$ cat src/rtl/retire_trace_buffer.sv
// Retirement-trace recorder: classifies retired instructions, captures them into a
// circular buffer, freezes a programmable number of entries after a PC trigger, then drains oldest-first.
module retire_trace_buffer #(
  parameter int unsigned XLEN      = 32,
  parameter int unsigned DEPTH     = 16,
  parameter int unsigned POST_TRIG = 4
) (
  input  logic                     clk,
  input  logic                     rst,
  input  logic                     retire_valid,
  input  logic [XLEN-1:0]          retire_pc,
  input  logic [31:0]              retire_instr,
  input  logic                     retire_reg_write,
  input  logic [4:0]               retire_rd,
  input  logic [XLEN-1:0]          retire_wb_data,
  input  logic                     retire_branch,
  input  logic                     retire_branch_taken,
  input  logic                     retire_mem_write,
  input  logic [XLEN-1:0]          retire_store_data,
  input  logic [2:0]               filter_mask,
  input  logic                     trig_en,
  input  logic [XLEN-1:0]          trig_pc,
  input  logic                     arm,
  input  logic                     rd_en,
  output logic                     rd_valid,
  output logic [XLEN-1:0]          rd_pc,
  output logic [31:0]              rd_instr,
  output logic [1:0]               rd_kind,
  output logic [4:0]               rd_rd,
  output logic [XLEN-1:0]          rd_data,
  output logic [$clog2(DEPTH):0]   count,
  output logic [1:0]               state,
  output logic                     triggered,
  output logic                     overflow
);

  localparam int unsigned AW = $clog2(DEPTH);
  localparam int unsigned CW = AW + 1;

  typedef enum logic [1:0] {
    S_IDLE   = 2'b00,
    S_ARMED  = 2'b01,
    S_POST   = 2'b10,
    S_FROZEN = 2'b11
  } state_t;

  state_t          cur_st, nxt_st;
  logic [AW-1:0]   wr_ptr, rd_ptr;
  logic [AW-1:0]   post_cnt;
  logic [1:0]      kind;
  logic [4:0]      ent_rd;
  logic [XLEN-1:0] ent_data;
  logic            cls_en, capture, trig_hit, clear, pop, full;

  logic [XLEN-1:0] mem_pc   [DEPTH];
  logic [31:0]     mem_instr[DEPTH];
  logic [1:0]      mem_kind [DEPTH];
  logic [4:0]      mem_rd   [DEPTH];
  logic [XLEN-1:0] mem_data [DEPTH];

  // Classification priority: regwrite (rd != x0) > branch > store.
  always_comb begin
    kind     = 2'b00;
    ent_rd   = '0;
    ent_data = '0;
    if (retire_reg_write && retire_rd != 5'd0) begin
      kind     = 2'b01;
      ent_rd   = retire_rd;
      ent_data = retire_wb_data;
    end else if (retire_branch) begin
      kind     = 2'b10;
      ent_data = {{(XLEN-1){1'b0}}, retire_branch_taken};
    end else if (retire_mem_write) begin
      kind     = 2'b11;
      ent_data = retire_store_data;
    end
  end

  always_comb begin
    cls_en = 1'b0;
    unique case (kind)
      2'b01:   cls_en = filter_mask[0];
      2'b10:   cls_en = filter_mask[1];
      2'b11:   cls_en = filter_mask[2];
      default: cls_en = 1'b0;
    endcase
  end

  assign capture  = retire_valid && (retire_instr != '0) && cls_en &&
                    (cur_st == S_ARMED || cur_st == S_POST);
  assign trig_hit = capture && (cur_st == S_ARMED) && trig_en && (retire_pc == trig_pc);
  assign clear    = arm && (cur_st == S_IDLE || cur_st == S_FROZEN);
  assign pop      = (cur_st == S_FROZEN) && rd_en && (count != '0) && !arm;
  assign full     = (count == CW'(DEPTH));
  assign state    = cur_st;

  always_comb begin
    nxt_st = cur_st;
    unique case (cur_st)
      S_IDLE:   if (arm) nxt_st = S_ARMED;
      S_ARMED:  if (trig_hit) nxt_st = (POST_TRIG == 0) ? S_FROZEN : S_POST;
      S_POST:   if (capture && post_cnt == AW'(1)) nxt_st = S_FROZEN;
      S_FROZEN: if (arm) nxt_st = S_ARMED;
      default:  nxt_st = S_IDLE;
    endcase
  end

  always_ff @(posedge clk) begin
    if (rst) begin
      cur_st    <= S_IDLE;
      wr_ptr    <= '0;
      rd_ptr    <= '0;
      count     <= '0;
      post_cnt  <= '0;
      triggered <= 1'b0;
      overflow  <= 1'b0;
      rd_valid  <= 1'b0;
      rd_pc     <= '0;
      rd_instr  <= '0;
      rd_kind   <= '0;
      rd_rd     <= '0;
      rd_data   <= '0;
    end else begin
      cur_st   <= nxt_st;
      rd_valid <= 1'b0;
      if (clear) begin
        wr_ptr    <= '0;
        rd_ptr    <= '0;
        count     <= '0;
        triggered <= 1'b0;
        overflow  <= 1'b0;
      end else if (capture) begin
        wr_ptr <= wr_ptr + AW'(1);
        // A full buffer drops its oldest entry so the read side tracks the write side.
        if (full) begin
          rd_ptr   <= rd_ptr + AW'(1);
          overflow <= 1'b1;
        end else begin
          count <= count + CW'(1);
        end
        if (trig_hit) begin
          triggered <= 1'b1;
          post_cnt  <= AW'(POST_TRIG);
        end else if (cur_st == S_POST) begin
          post_cnt <= post_cnt - AW'(1);
        end
      end else if (pop) begin
        rd_valid <= 1'b1;
        rd_pc    <= mem_pc[rd_ptr];
        rd_instr <= mem_instr[rd_ptr];
        rd_kind  <= mem_kind[rd_ptr];
        rd_rd    <= mem_rd[rd_ptr];
        rd_data  <= mem_data[rd_ptr];
        rd_ptr   <= rd_ptr + AW'(1);
        count    <= count - CW'(1);
      end
    end
  end

  always_ff @(posedge clk) begin
    if (capture) begin
      mem_pc[wr_ptr]    <= retire_pc;
      mem_instr[wr_ptr] <= retire_instr;
      mem_kind[wr_ptr]  <= kind;
      mem_rd[wr_ptr]    <= ent_rd;
      mem_data[wr_ptr]  <= ent_data;
    end
  end

endmodule
$ cat config.mk
export PLATFORM = sky130hd
export DESIGN_NAME = retire_trace_buffer
export DESIGN_NICKNAME = d
export VERILOG_FILES = /design/src/rtl/retire_trace_buffer.sv
export SDC_FILE = /design/constraint.sdc
export NUM_CORES = 2
export LEC_CHECK = 0
export ABC_AREA = 0
export CAP_MARGIN = 20
export CORE_UTILIZATION = 54
export DETAILED_ROUTE_END_ITERATION = 10
export PLACE_DENSITY = 0.75
export SYNTH_ARGS = -nofsm -noshare
export SYNTH_HDL_FRONTEND = slang
export SYNTH_SLANG_ARGS = --single-unit
$ cat constraint.sdc
create_clock -name clk -period 10.15 [get_ports clk]
set_input_delay 1.5225 -clock clk [delete_from_list [all_inputs] [get_ports clk]]
set_output_delay 1.5225 -clock clk [all_outputs]
set_load 0.02 [all_outputs]
* Word level (Yosys, flattened, before mapping) *
Memories as Yosys holds them, arrays and structs flattened. A register that Yosys moved wholly into a read port is not among the register bits.
Cells that the tools add are included.

operators by class
  $add $sub $neg = 5
  equality and inequality tests = 14
  muxes and demuxes = 23
  bitwise operators = 2
  reduce and logical (&&, ||, !) cells = 31

operators by type and width
  cell                 number
  $mux 32              3
  $eq 32x32->1         1
  $reduce_bool 32->1   1
  $mux 4               5
  $mux 5               4
  $logic_and 1x1->1    12
  $mux 2               6
  $reduce_bool 5->1    2
  $reduce_and 3->1     3
  $add 4x1->4 const B  2
  $eq 2x2->1 const B   4
  $reduce_and 2->1     4
  $ne 2x1->1 const B   3
  $pmux 2 s3           1
  $add 5x1->5 const B  1
  $eq 5x5->1 const B   1
  $sub 5x1->5 const B  1
  $eq 2x1->1 const B   2
  $eq 4x1->1 const B   1
  $ne 2x2->1 const B   2
  $reduce_bool 2->1    2
  $reduce_or 2->1      2
  $sub 4x1->4 const B  1
  $mux 1               3
  6 further kinds      8

storage, ports and cells
  register bits after elaboration = 22
  RAM bits = 1,648
  input port bits = 178
  output and inout bits = 113
  logic and storage cells = 88
  memories kept = 5

memories
  name       depth  width  rd ports  clocked after memory_dff  write ports  line  text
  mem_data   16     32     1         1                         1            59    logic [XLEN-1:0] mem_data [DEPTH];
  mem_instr  16     32     1         1                         1            56    logic [31:0] mem_instr[DEPTH];
  mem_pc     16     32     1         1                         1            55    logic [XLEN-1:0] mem_pc [DEPTH];
  mem_rd     16     5      1         1                         1            58    logic [4:0] mem_rd [DEPTH];
  mem_kind   16     2      1         1                         1            57    logic [1:0] mem_kind [DEPTH];

* Longest topological paths before layout *
  word-level depth = 12
  gate-level depth with buffers = 13
  gate-level depth less buffers = 12

* Least setup slack after synthesis *
Ideal clock, no wire load.

  path kind = input -> register
  start = input port retire_rd[0]
  end = memory mem_data[3][0] (enable)
  setup time = 0.691 ns
  arrival = 10.062 ns
  path slack = -0.603 ns
  stages on the path = 7
  cells stage by stage = or4_4 -> o21ai_4 -> mux2i_1 -> nor3_4 -> buf_2 -> nand2_1 -> nor3_1

between the ends
  word-level cells in the longest chain between the ends = 9

ends and longest elaborated chain
  item                                             line  text
  from (decl)                                      14    input logic [4:0] retire_rd,
  $reduce_bool 5->1 *                              66    if (retire_reg_write && retire_rd != 5'd0) begin
  $logic_and 1x1->1 *                              66
  $mux 2 *                                         66
  $eq 2x2->1 / $eq 2x1->1 (equally long branches)  81    unique case (kind)
  $pmux 1 s3 *                                     81
  $logic_and 1x1->1 * (2 in a row)                 89    assign capture = retire_valid && (retire_instr != '0) && cls_en &&
  $mux 1 *                                         161   if (capture) begin
  $mux 1 (not written as such) *                   166   mem_data[wr_ptr] <= ent_data;
  to (decl)                                        59

Every way passes the cells marked *; elsewhere a longest branch is shown, timed or not.

* Worst setup path in the final report *
  start = input port retire_branch
  end = memory mem_pc[10][30] (enable)

between the ends
  word-level cells in the longest chain between the ends = 8

ends and longest elaborated chain
  item                                             line  text
  from (decl)                                      16    input logic retire_branch,
  $mux 2 *                                         70    end else if (retire_branch) begin
  $mux 2 *                                         66
  $eq 2x2->1 / $eq 2x1->1 (equally long branches)  81
  $pmux 1 s3 *                                     81
  $logic_and 1x1->1 * (2 in a row)                 89
  $mux 1 *                                         161
  $mux 1 (not written as such) *                   162   mem_pc[wr_ptr] <= retire_pc;
  to (decl)                                        55

Marks and branches as above.

==> metrics.log <==
INFO  metric yosys.cell_count.top_type = edfxtp_1
INFO  metric outcome = finished clean
INFO  metric yosys.cell_types.count = 43
INFO  metric initial_core_util = 54.4%
INFO  metric grt_antenna_before_repair = 6
INFO  metric design.portCount = 291
INFO  metric yosysWarnings = 0
INFO  metric die_h = 355 um
INFO  metric synth_area_leader_cell = edfxtp_1
INFO  metric worst_path_max_delay_cell = buf_4
INFO  metric synth.cell_area = 67,300 um^2
INFO  metric postSynthRegisterBits = 1,773
INFO  metric timing_worst_slew_pin_value = 1.30 ns
INFO  metric viasPerCell = 6.23
INFO  metric placed_cells = 4,880
INFO  metric synth.top_cells.by_count = edfxtp_1 (1,648), mux4_2 (515), nand2_1 (281), dfxtp_1 (125), clkbuf_1 (119)
INFO  metric drc = 0
INFO  metric top_signal_layer_used = met5
INFO  metric clkTransAtPathRegs = 0.06 ns
INFO  metric cellPowerDensity = 191 nW/um^2
INFO  metric layout-drive-gt1-share = 23.9%
INFO  metric achievable-frequency = 166 MHz
INFO  metric initialDrtViolationCount = 3,833
INFO  metric drt_pre_antenna_iters = 5
INFO  metric hold_buffers = 0
INFO  metric timing.critical_path.required = 10.54 ns
INFO  metric synth-async-reset-ratio = 0%
INFO  metric worst_clock_skew = 0.0281 ns
INFO  metric cts_max_level = 4
INFO  metric cts_tree = done
INFO  metric placement.setup.worst_slack = 3.40 ns
INFO  metric finalSetupViolCount = 0
INFO  metric worstPathArrival = 6.42 ns
INFO  metric max-vdd-ir-drop = 0.146 mV
INFO  metric postSynthCellCount = 3,060
INFO  metric synth.avg_cell_area = 22.0 um^2
INFO  metric insertion_delay = 0.79 ns
INFO  metric fin_cells = 5,200
INFO  metric finalSetupTns = 0 ns
INFO  metric layout-area-overhead-vs-synth = 15.6%
INFO  metric fp.coreArea = 124,000 um^2
INFO  metric post_cts_sizing = 0
INFO  metric crit_family = simple AND/OR/NAND/NOR gates
INFO  metric yosysSeqAreaShare = 77.2%
INFO  metric number_of_enable_type_register_cells_in_the_synthesized_netlist = 1,648
INFO  metric grt_pass1_wl = 228,000 um
INFO  metric die_width = 355 um
INFO  metric globalRoute.totalOverflow = 0
INFO  metric unrepaired_setup_endpoints_after_global_routing = no
INFO  metric metal1_wirelength = 61,300 um
INFO  metric final_critical_path_setup_slack = 4.11 ns
INFO  metric postCtsSetupBuffers = 0
INFO  metric finalPower = 14,800 uW
INFO  metric min_delay_worst_type = reg -> reg
INFO  metric routed_wire_length_per_instance = 30.2 um
INFO  metric critical_path_class = in -> reg
INFO  metric core.rowCount = 129
INFO  metric synth_nets = 3,253
INFO  metric max_stage_delay = 0.85 ns
INFO  metric synthTopCellsByArea = edfxtp_1 (74%), mux4_2 (17%), dfxtp_1 (3.7%)
INFO  metric cp_max_fo = 47
INFO  metric first_global_vias = 33,478
INFO  metric synthFlopType = edfxtp_1
INFO  metric synth_top_area_share = 73.5%
INFO  metric p_leak = 0.0234 uW
INFO  metric cts_buffer_depth = 3
INFO  metric count_of_max_cap_constraint_violations = 0
INFO  metric layout.nets = 3,610
INFO  metric place.port_buffers = 290
INFO  metric cts.root.buffer_cell = clkbuf_16
INFO  metric routed_wl = 157,000 um
INFO  metric grt_max_degree = 148
INFO  metric detailroute.wirelength.met3 = 15,000 um
INFO  metric fraction_of_the_cycle_the_final_worst_path_needs = 59.5%
INFO  metric cp_cell_sequence = clkdlybuf4s50_1 -> nor2b_4 -> a22o_1 -> mux2i_1 -> nor3_4 -> nand2_1 -> nor2_4 -> buf_4
INFO  metric dp.final_hpwl = 80,800 um
INFO  metric report.final.hold_viol_count = 0
INFO  metric numCtsBuffers = 170
INFO  metric fin_hold_ws = 0.449 ns
INFO  metric total_number_of_vias = 32,397
INFO  metric critPathCaptureType = flip-flop
INFO  metric met2_wirelength = 76,500 um
INFO  metric globalRouteTotalUtil = 25.3%
INFO  metric timing.final.max_slew_violations = 0
INFO  metric min_period = 6.04 ns
INFO  metric die_outline_area = 126,000 um^2
INFO  metric cp_num_buf_inv = 2
INFO  metric cts_num_sinks = 1,773
INFO  metric worst_setup_path_start_kind = primary input
INFO  metric gp_congestion = 0.756
INFO  metric relSlewSlack = 12.9%
INFO  metric postRouteAntennaNets = 0
[cells in the final DEF (no fill, tap or decap), drive strengths merged, types with 6 or more instances in the layout]
master / Yosys / layout
edfxtp: 1648 / 1648
mux4: 515 / 515
clkdlybuf4s50: 0 / 289
nand2: 281 / 281
clkbuf: 119 / 231
dfxtp: 125 / 125
a21oi: 113 / 113
buf: 48 / 63
clkinv: 0 / 61
nand3: 34 / 34
nor2: 31 / 31
xor2: 26 / 26
inv: 12 / 23
xnor2: 17 / 17
nor4: 15 / 15
ha: 14 / 14
bufinv: 0 / 8
and2: 7 / 7
nand4: 7 / 7
mux2i: 6 / 6
nor3: 6 / 6
[final timing paths]
path	from	to	slack, ns	depth (start not counted)
setup / recovery	retire_branch	mem_pc[10][30]$_DFFE_PP_	4.11	8
hold / removal	triggered$_SDFFE_PP0P_	triggered$_SDFFE_PP0P_	0.45	2
setup reg to reg	state[0]$_SDFFE_PP0P_	mem_pc[10][30]$_DFFE_PP_	5.71	8
hold reg to reg	triggered$_SDFFE_PP0P_	triggered$_SDFFE_PP0P_	0.45	2
[metal layers]
| layer | GRT usage [%] | vias to the layer above |
|---|---|---|
| li1 | - | 13378 |
| met1 | 35.2 | 17104 |
| met2 | 40.0 | 1711 |
| met3 | 6.07 | 202 |
| met4 | 7.98 | 2 |
| met5 | 0 | - |
[worst min-delay path, cell delays in order (launching register included)]
cell and delay [ns]:
dfxtp_1 0.31, inv_1 0.05, a21oi_1 0.05
[state kept, by name (all words and copies together) (netlist names)]
signal,cells
rd_rd,5
triggered,1
rd_pc,32
state,2
wr_ptr,4
rd_valid,1
mem_instr,512
mem_data,512
post_cnt,4
overflow,1
rd_data,32
rd_ptr,4
rd_kind,2
rd_instr,32
count,5
mem_pc,512
mem_rd,80
mem_kind,32
[power by group]
group / switching (uW) / internal [uW] / total (uW)
Combinational: 383 / 249 / 632
Clock: 2670 / 3450 / 6110
Sequential: 27.3 / 8070 / 8100
[layout make-up]
| type | count | area [um^2] |
|---|---|---|
| sequential | 1773 | 52000 |
| fill | 8154 | 45800 |
| multi-input combinational | 1108 | 14800 |
| clock buffer | 231 | 4660 |
| timing repair buffer | 352 | 3530 |
| tap | 1637 | 2050 |
| clock inverter | 82 | 737 |
| inverter | 12 | 45.0 |
| antenna | 5 | 12.5 |
[cell families (layout without fill, tap and decap cells)]
kind of cell | count (synthesis) | count (layout) | share of synthesized area [%]
buffers and inverters | 179 | 677 | 1.03
muxes | 522 | 522 | 17.3
adders and majority gates | 15 | 15 | 0.290
DFF | 1773 | 1773 | 77.2
xor gates and xnor gates | 43 | 43 | 0.559
and+or+nand+nor | 393 | 393 | 2.45
other | 0 | 5 | 0
AOI/OAI and AO/OA | 135 | 135 | 1.10
[stage by stage]
stage               instance area [um^2]  utilization (%)
global placement                   72400             58.5
CTS                                77800             62.9
floorplan                          67300                -
detailed placement                 72400             58.5
finish                             77800             62.9
global route                       77800             62.9
(Power assumes the default switching activity.)
